`config.mk`:
```
export PLATFORM = sky130hd
export DESIGN_NAME = uart_tx_arbiter
export DESIGN_NICKNAME = d
export VERILOG_FILES = /design/src/rtl/uart_tx_arbiter.sv
export SDC_FILE = /design/constraint.sdc
export NUM_CORES = 1
export LEC_CHECK = 0
export CORE_ASPECT_RATIO = 0.7
export CORE_MARGIN = 2
export CORE_UTILIZATION = 45
export DETAILED_ROUTE_END_ITERATION = 8
export PLACE_DENSITY = 0.75
export SYNTH_ARGS = -nofsm -noshare
export SYNTH_HDL_FRONTEND = slang
export SYNTH_SLANG_ARGS = --single-unit
```
`constraint.sdc`:
```
create_clock -name clk -period 2.3 [get_ports clk]
set_input_delay 0.46 -clock clk [delete_from_list [all_inputs] [get_ports clk]]
set_output_delay 0.46 -clock clk [all_outputs]
set_load 0.05 [all_outputs]
```
`src/rtl/uart_tx_arbiter.sv`:
```
// Round-robin arbiter sharing one UART byte transmitter between NUM_REQ requesters.
// Define UART_ARB_TIMEOUT_EN to build the BUSY watchdog (o_timeout); otherwise o_timeout is tied low.
module uart_tx_arbiter #(
  parameter int NUM_REQ        = 4,
  parameter int GAP_CYCLES     = 2,
  parameter int TIMEOUT_CYCLES = 200000
) (
  input  logic                 clk,
  input  logic                 rst,
  input  logic [NUM_REQ-1:0]   i_req,
  input  logic [8*NUM_REQ-1:0] i_data,
  output logic [NUM_REQ-1:0]   o_gnt,
  output logic [NUM_REQ-1:0]   o_done,
  output logic                 o_tx_start,
  output logic [7:0]           o_tx_data,
  input  logic                 i_tx_done,
  output logic                 o_busy,
  output logic                 o_timeout
);

  if (NUM_REQ < 2 || NUM_REQ > 8 || GAP_CYCLES < 0 || GAP_CYCLES > 65535 ||
      TIMEOUT_CYCLES < 1) begin : g_bad_params
    $error("uart_tx_arbiter: parameter out of range");
  end

  typedef enum logic [1:0] {IDLE, START, BUSY, RELEASE} state_t;

  state_t             state_q, state_d;
  logic [2:0]         ptr_q, ptr_d;
  logic [2:0]         owner_q, owner_d;
  logic [NUM_REQ-1:0] gnt_q, gnt_d;
  logic [NUM_REQ-1:0] done_q, done_d;
  logic               start_q, start_d;
  logic [7:0]         data_q, data_d;
  logic               busy_q, busy_d;
  logic [15:0]        gap_q, gap_d;

  logic [7:0]         req_ext;
  logic [63:0]        data_flat;
  logic [3:0]         sum4;
  logic [2:0]         win_idx;
  logic               win_vld;
  logic [2:0]         owner_nxt;
  logic               term;

  function automatic logic [NUM_REQ-1:0] onehot(input logic [2:0] idx);
    logic [7:0] v;
    v = 8'd1 << idx;
    return v[NUM_REQ-1:0];
  endfunction

  // Zero-extend to the 8-requester maximum so 3-bit indices select exactly.
  assign req_ext   = 8'(i_req);
  assign data_flat = 64'(i_data);
  assign owner_nxt = (owner_q == 3'(NUM_REQ - 1)) ? 3'd0 : owner_q + 3'd1;

`ifdef UART_ARB_TIMEOUT_EN
  logic [31:0] wd_q, wd_d;
  logic        to_q, to_d;
  assign term      = ((wd_q + 32'd1) == 32'(TIMEOUT_CYCLES));
  assign o_timeout = to_q;
`else
  assign term      = 1'b0;
  assign o_timeout = 1'b0;
`endif

  // Walk offsets from high to low so the lowest offset from ptr is the last writer.
  always_comb begin
    win_vld = 1'b0;
    win_idx = '0;
    sum4    = '0;
    for (int i = NUM_REQ - 1; i >= 0; i--) begin
      sum4 = {1'b0, ptr_q} + 4'(i);
      if (sum4 >= 4'(NUM_REQ)) sum4 = sum4 - 4'(NUM_REQ);
      if (req_ext[sum4[2:0]]) begin
        win_vld = 1'b1;
        win_idx = sum4[2:0];
      end
    end
  end

  always_comb begin
    state_d = state_q;
    ptr_d   = ptr_q;
    owner_d = owner_q;
    gnt_d   = '0;
    done_d  = '0;
    start_d = 1'b0;
    data_d  = data_q;
    gap_d   = gap_q;
`ifdef UART_ARB_TIMEOUT_EN
    wd_d    = wd_q;
    to_d    = 1'b0;
`endif
    case (state_q)
      IDLE: begin
        if (win_vld) begin
          owner_d = win_idx;
          data_d  = data_flat[{win_idx, 3'b000} +: 8];
          gnt_d   = onehot(win_idx);
          start_d = 1'b1;
          state_d = START;
        end
      end
      START: begin
`ifdef UART_ARB_TIMEOUT_EN
        wd_d    = '0;
`endif
        state_d = BUSY;
      end
      BUSY: begin
        // Completion takes precedence over a coincident watchdog terminal count.
        if (i_tx_done) begin
          done_d  = onehot(owner_q);
          ptr_d   = owner_nxt;
          gap_d   = '0;
          state_d = RELEASE;
        end else if (term) begin
`ifdef UART_ARB_TIMEOUT_EN
          to_d    = 1'b1;
`endif
          ptr_d   = owner_nxt;
          gap_d   = '0;
          state_d = RELEASE;
        end else begin
`ifdef UART_ARB_TIMEOUT_EN
          wd_d    = wd_q + 32'd1;
`endif
        end
      end
      RELEASE: begin
        // The gap only starts counting once the transmitter drops done.
        if (i_tx_done) begin
          gap_d = '0;
        end else if (gap_q == 16'(GAP_CYCLES)) begin
          state_d = IDLE;
        end else begin
          gap_d = gap_q + 16'd1;
        end
      end
      default: state_d = IDLE;
    endcase
    busy_d = (state_d != IDLE);
  end

  always_ff @(posedge clk or posedge rst) begin
    if (rst) begin
      state_q <= IDLE;
      ptr_q   <= '0;
      owner_q <= '0;
      gnt_q   <= '0;
      done_q  <= '0;
      start_q <= 1'b0;
      data_q  <= 8'h00;
      busy_q  <= 1'b0;
      gap_q   <= '0;
`ifdef UART_ARB_TIMEOUT_EN
      wd_q    <= '0;
      to_q    <= 1'b0;
`endif
    end else begin
      state_q <= state_d;
      ptr_q   <= ptr_d;
      owner_q <= owner_d;
      gnt_q   <= gnt_d;
      done_q  <= done_d;
      start_q <= start_d;
      data_q  <= data_d;
      busy_q  <= busy_d;
      gap_q   <= gap_d;
`ifdef UART_ARB_TIMEOUT_EN
      wd_q    <= wd_d;
      to_q    <= to_d;
`endif
    end
  end

  assign o_gnt      = gnt_q;
  assign o_done     = done_q;
  assign o_tx_start = start_q;
  assign o_tx_data  = data_q;
  assign o_busy     = busy_q;

endmodule

```
Yosys cells after proc, flatten, opt, wreduce, memory -nomap -nowiden
Cells that the tools add are included.

Bits in registers: 42. Input bits: 39. Output and inout port bits: 19. Logic and storage cells: 78.

Add/sub/neg operators: 9. Order comparisons: 8. Equality and inequality tests: 7. Shift operators: 3. Multiplexer cells: 36. Reductions and logical operators: 6.

Operator list (count): $shiftx 64x7->8 (1); $mux 16 (3); $pmux 16 s2 (1); $mux 3 (9); $add 16x1->16 const B (1); $eq 16x2->1 const B (1); $lt 3x4->1 const B (4); $mux 4 (4); $bmux 1 s3 (4); $ge 4x3->1 const B (3); $sub 3x3->3 const B (4); $mux 1 (10); $add 3x2->4 const B (2); $mux 2 (4); $pmux 2 s4 (1); $shl 1x3->4 const A (2); $add 3x1->4 const B (1); $eq 2x2->1 const B (2); $reduce_and 2->1 (2); $reduce_bool 2->1 (2); $add 3x1->3 const B (1); $eq 3x2->1 const B (1); $ge 3x3->1 const B (1); $ne 3x3->1 const B (1); other kinds (4) (4).

Depth between registers and ports, before layout
Depth in word-level cells: 12. Mapped depth: 12. Depth with buffers taken out: 9.

Worst setup path after synthesis
OpenSTA, ideal clock, no wires.

Kind: flip-flop to flip-flop. Start point: reg ptr_q[1]. End point: reg data_q[0], in the netlist o_tx_data[0]. Library setup time: 0.140 ns. Arrival: 2.262 ns. Data required time: 2.160 ns. Setup slack: -0.101 ns. Stages on the path, launching flop included: 13. Buffers on the path: 4. Period minus slack after synthesis: 2.401 ns. Path through: dfrtp_1 buf_2 inv_1 ha_1 buf_2 or2_2 a21oi_1 nor3_1 nor3_2 buf_6 buf_12 mux2i_1 o221ai_1.

Word-level cells in the longest chain between the ends: 10. Elaborated cells between the ends (all ways): 33. Those cells by class: 7 x add/sub; 4 x order compare; 1 x shift; 20 x mux; 1 x reduce/logical.

RTL lines: start: declaration (line 29) `logic [2:0] ptr_q, ptr_d;`; start signal: assignment (line 163) `ptr_q <= ptr_d;`; $add 3x2->4 (line 73) `sum4 = {1'b0, ptr_q} + 4'(i);`; $ge 4x3->1 / $sub 3x3->3 (equally long branches) (line 74) `if (sum4 >= 4'(NUM_REQ)) sum4 = sum4 - 4'(NUM_REQ);`; $mux 3 (line 74); $bmux 1 s3 (line 75) `if (req_ext[sum4[2:0]]) begin`; $mux 1 (implied by the code) (line 75); $mux 3 / $mux 1 (equally long branches) (4 in series) (line 75); $shiftx 64x7->8 / $reduce_and 2->1 (equally long branches); end signal: assignment (line 168) `data_q <= data_d;`; end: declaration (line 34) `logic [7:0] data_q, data_d;`.

Parallel ways exist; a longest one is shown, timed or not. The select of a mux whose other input is x is not followed. A chain may end at the register's enable or synchronous reset.

Worst setup path in the final report
Start point: reg ptr_q[0]. End point: reg data_q[0], in the netlist o_tx_data[0].

The elaborated chain is that of the path after synthesis.

==> out/summary.md <==
### Outcome
- **result of the run** complete, but fails checks
- **failing checks** negative setup slack

### Worst setup path
- **kind of capture point of the worst setup path** flip-flop
- **worst setup path class** reg -> reg
- **CP max FO** 7
- **worst flop-to-flop path startpoint** ptr_q[0]$_DFFE_PP0P_
- **arrival time at the worst endpoint** 2450 ps
- **startpoint class of the critical path** flip-flop
- **critical path launch point** ptr_q[0]$_DFFE_PP0P_
- **slowest stage cell, crit path** sky130_fd_sc_hd__dfrtp_1
- **list of cells traversed by the critical path** inv_2 -> ha_4 -> mux4_2 -> o221ai_4 -> nor4_2 -> nor3_2 -> buf_6 -> clkbuf_16 -> mux2i_1 -> o221ai_1
- **CP required** 2450 ps
- **max incr delay on CP** 410 ps

### Timing
- **Setup TNS** -4.47 ps
- **PnR worst setup slack** -4.47 ps
- **final clock period utilization by the worst path** 100%
- **transition time at the pin with the least slew margin** 528 ps
- **clock skew** 10.0 ps
- **Final min period** 2300 ps
- **total count of hold-check failures in the final report** 0
- **f_max** 434 MHz
- **Setup-failing EPs final** 1
- **RSZ-0062 raised after global routing** true
- **number of slew-limit violations in the final report** 0
- **tightest slew margin relative to the limit** 64.5%
- **worst hold margin** 501 ps

### Floorplanning
- **starting density of the core** 46.8%
- **DIE HEIGHT** 65.7 um
- **die outline area** 6050 um2
- **number of top-level pins** 58
- **Chip Width** 92.1 um
- **core area** 5230 um2
- **floorplan row count** 22

### Route
- **detail-routed net length per standard cell** 14.5 um
- **drc violations** 0
- **number of detailed-route iterations in the first pass** 4
- **count of routing violations after the opening detailed-route iteration** 168
- **Avg Vias per Cell** 5.42
- **overall via count from detail_route** 2238
- **number of nets with antenna violations after detailed routing** 0
- **final routed wirelength across all metal layers** 5980 um

### Synthesis
- **post-synthesis cell count** 257
- **number of enable-type register cells in the synthesized netlist** 0
- **Post-synth ARST share** 100%
- **post-synth net total** 304
- **sequential area share after synthesis** 42.9%
- **Top FF cell, synth** sky130_fd_sc_hd__dfrtp_1
- **Yosys warnings** 0
- **library cells used by synthesis** 50
- **register bit total from synthesis** 42
- **combined area of all synthesized cells** 2450 um2
- **post-synthesis average cell area** 9.52 um2

### Global routing
- **antenna violations before repair** 0
- **total overflow reported by the global router** 0
- **number of global-route vias before repair** 2027
- **global-route wire length before repair** 9730 um
- **maximum number of pins on one net before global-route repair** 43
- **total routing resource utilization after global routing** 20.4%

### Placed design
- **total instance count after detailed placement** 395
- **final HPWL from detailed placement** 4240 um
- **placer congestion estimate** 0.881
- **placed inst area** 3200 um2
- **count of input and output buffers** 56

### Power and ir drop
- **maximum vdd drop** 0.806 mV
- **power per cell area** 1230 nW/um2
- **leakage** 1.51 nW

### Layout
- **area of the multi-input gates** 1340 um2
- **net count reported at finish** 387
- **Antenna Cells** 0
- **filler cell count** 408
- **area taken by flip-flops and latches** 1050 um2
- **core utilization of the finished layout** 67.0%
- **fraction of layout cells with a size suffix above 1** 19.1%
- **final std cell area, no fill** 3500 um2
- **signed area change from the synthesized netlist to the final layout** 43.2%
- **final std cells w/o fill** 413

### Clock tree
- **CTS Root Buffer Type** sky130_fd_sc_hd__clkbuf_8
- **CTS buffer count** 5
- **clock tree from TritonCTS** yes
- **Reg clk slew, reported paths** 80 ps
- **CTS H-tree depth** 2
- **number of buffers on the longest clock path** 2
- **CTS Hold Bufs** 0
- **CTS sink cnt** 42
- **clock insertion delay at the later pin of the skew report** 290 ps

### Min path
- **worst min path class** reg -> reg
- **Hold Crit Start** o_tx_data[5]$_DFFE_PP0P_

### Job
- **max_cap viols** 0

-- routing by layer --
metal	GRT usage, %	share of wire [%]	wire length, um
met2	29.9	43	2550
met3	6.31	7.9	471
met4	5.22	0.70	42
met5	0	0	0
met1	29.5	49	2920
-- state kept, by name, summed over array words and instances, names as in the netlist --
signal	flops
o_gnt	4
gap_q	16
state_q	2
owner_q	3
o_tx_start	1
o_tx_data	8
o_done	4
ptr_q	3
o_busy	1
-- synth_stat cells (all sizes together) (2+ instances only) --
library cell / n / area (um2)
nand2b: 6 / 37.5
o221ai: 9 / 85.1
xor2: 6 / 52.6
nor4: 5 / 37.5
nand2: 25 / 93.8
mux2i: 18 / 180
and2: 6 / 37.5
nor2: 20 / 75.1
clkbuf: 4 / 15.0
o21ai: 12 / 60.1
inv: 14 / 52.6
dfrtp: 42 / 1050
a31oi: 2 / 12.5
ha: 8 / 100
a31o: 2 / 17.5
or3: 7 / 43.8
nand3: 8 / 40.0
a21oi: 20 / 100
nand4: 2 / 12.5
o22ai: 2 / 12.5
or2: 3 / 18.8
nor2b: 4 / 25.0
nor3: 6 / 35.0
buf: 8 / 70.1
-- path summary, 6_finish.rpt --
path	endpoint	slack (ps)	cells after the start
hold / removal	o_tx_data[5]$_DFFE_PP0P_	500	2
setup / recovery	o_tx_data[0]$_DFFE_PP0P_	-4	10
min in group asynchronous	gap_q[2]$_DFFE_PP0P_	590	3
max in group asynchronous	o_done[0]$_DFF_PP0_	1350	3
hold reg to reg	o_tx_data[5]$_DFFE_PP0P_	500	2
setup reg to reg	o_tx_data[0]$_DFFE_PP0P_	-4	10
-- final cells by class --
cell class	count	area share [%]
Multi-Input combinational cell	189	38.1
Sequential cell	42	30.0
Timing Repair Buffer	88	24.7
Tap cell	72	2.57
Clock buffer	6	2.07
Inverter	14	1.50
Clock inverter	2	1.07
-- logic make-up after synthesis --
| kind of cell | count (synthesis) | synth area share, % |
|---|---|---|
| and+or+nand+nor | 94 | 19.3 |
| AOI/OAI and AO/OA | 59 | 16.6 |
| DFF | 42 | 42.9 |
| buffers and inverters | 26 | 5.62 |
| muxes | 20 | 8.74 |
| adders and majority gates | 8 | 4.09 |
| xor gates and xnor gates | 7 | 2.51 |
| other | 1 | 0.153 |
-- worst max-delay path, delay by kind of cell (launching register included) --
family | cells | cell delay [ps]
muxes | 2 | 570
AOI/OAI and AO/OA | 2 | 260
DFF | 1 | 410
and+or+nand+nor | 2 | 250
adders and majority gates | 1 | 300
buffers and inverters | 3 | 380
-- cell usage in the layout (no fill, tap or decap), drive strengths merged, types with 3 or more instances in the layout --
cell and n:
nand3 8, inv 14, mux2i 18, nand2b 6, or2 3, nor4 5
and2 6, or3 7, nand2 25, o221ai 9, xor2 6, nor3 6
buf 31, o21ai 12, nor2b 4, ha 8, nor2 20, dfrtp 42
clkbuf 7, clkdlybuf4s50 53, a21oi 20
-- per-stage QoR --
stage,power (mW),worst slack [ps]
finish,4.33,-4.47
global route,4.58,-135
CTS,3.97,6.78
detailed placement,3.15,-315
global placement,3.15,-278
floorplan,2.62,26.7
-- report_power, final --
part / switching [mW] / internal [mW]
registers: 0.146 / 0.887
logic: 1.34 / 1.38
clock network: 0.249 / 0.324
total: 1.73 / 2.59
-- what timing repair did --
item,4_1_cts,5_1_grt
pin swaps,4,4
setup buffers,2,6
cloned,1,1
setup endpoints to repair,2,9
hold endpoints to repair,0,0
resized for setup,7,12
No activity file was read; power rests on OpenSTA's default activity.
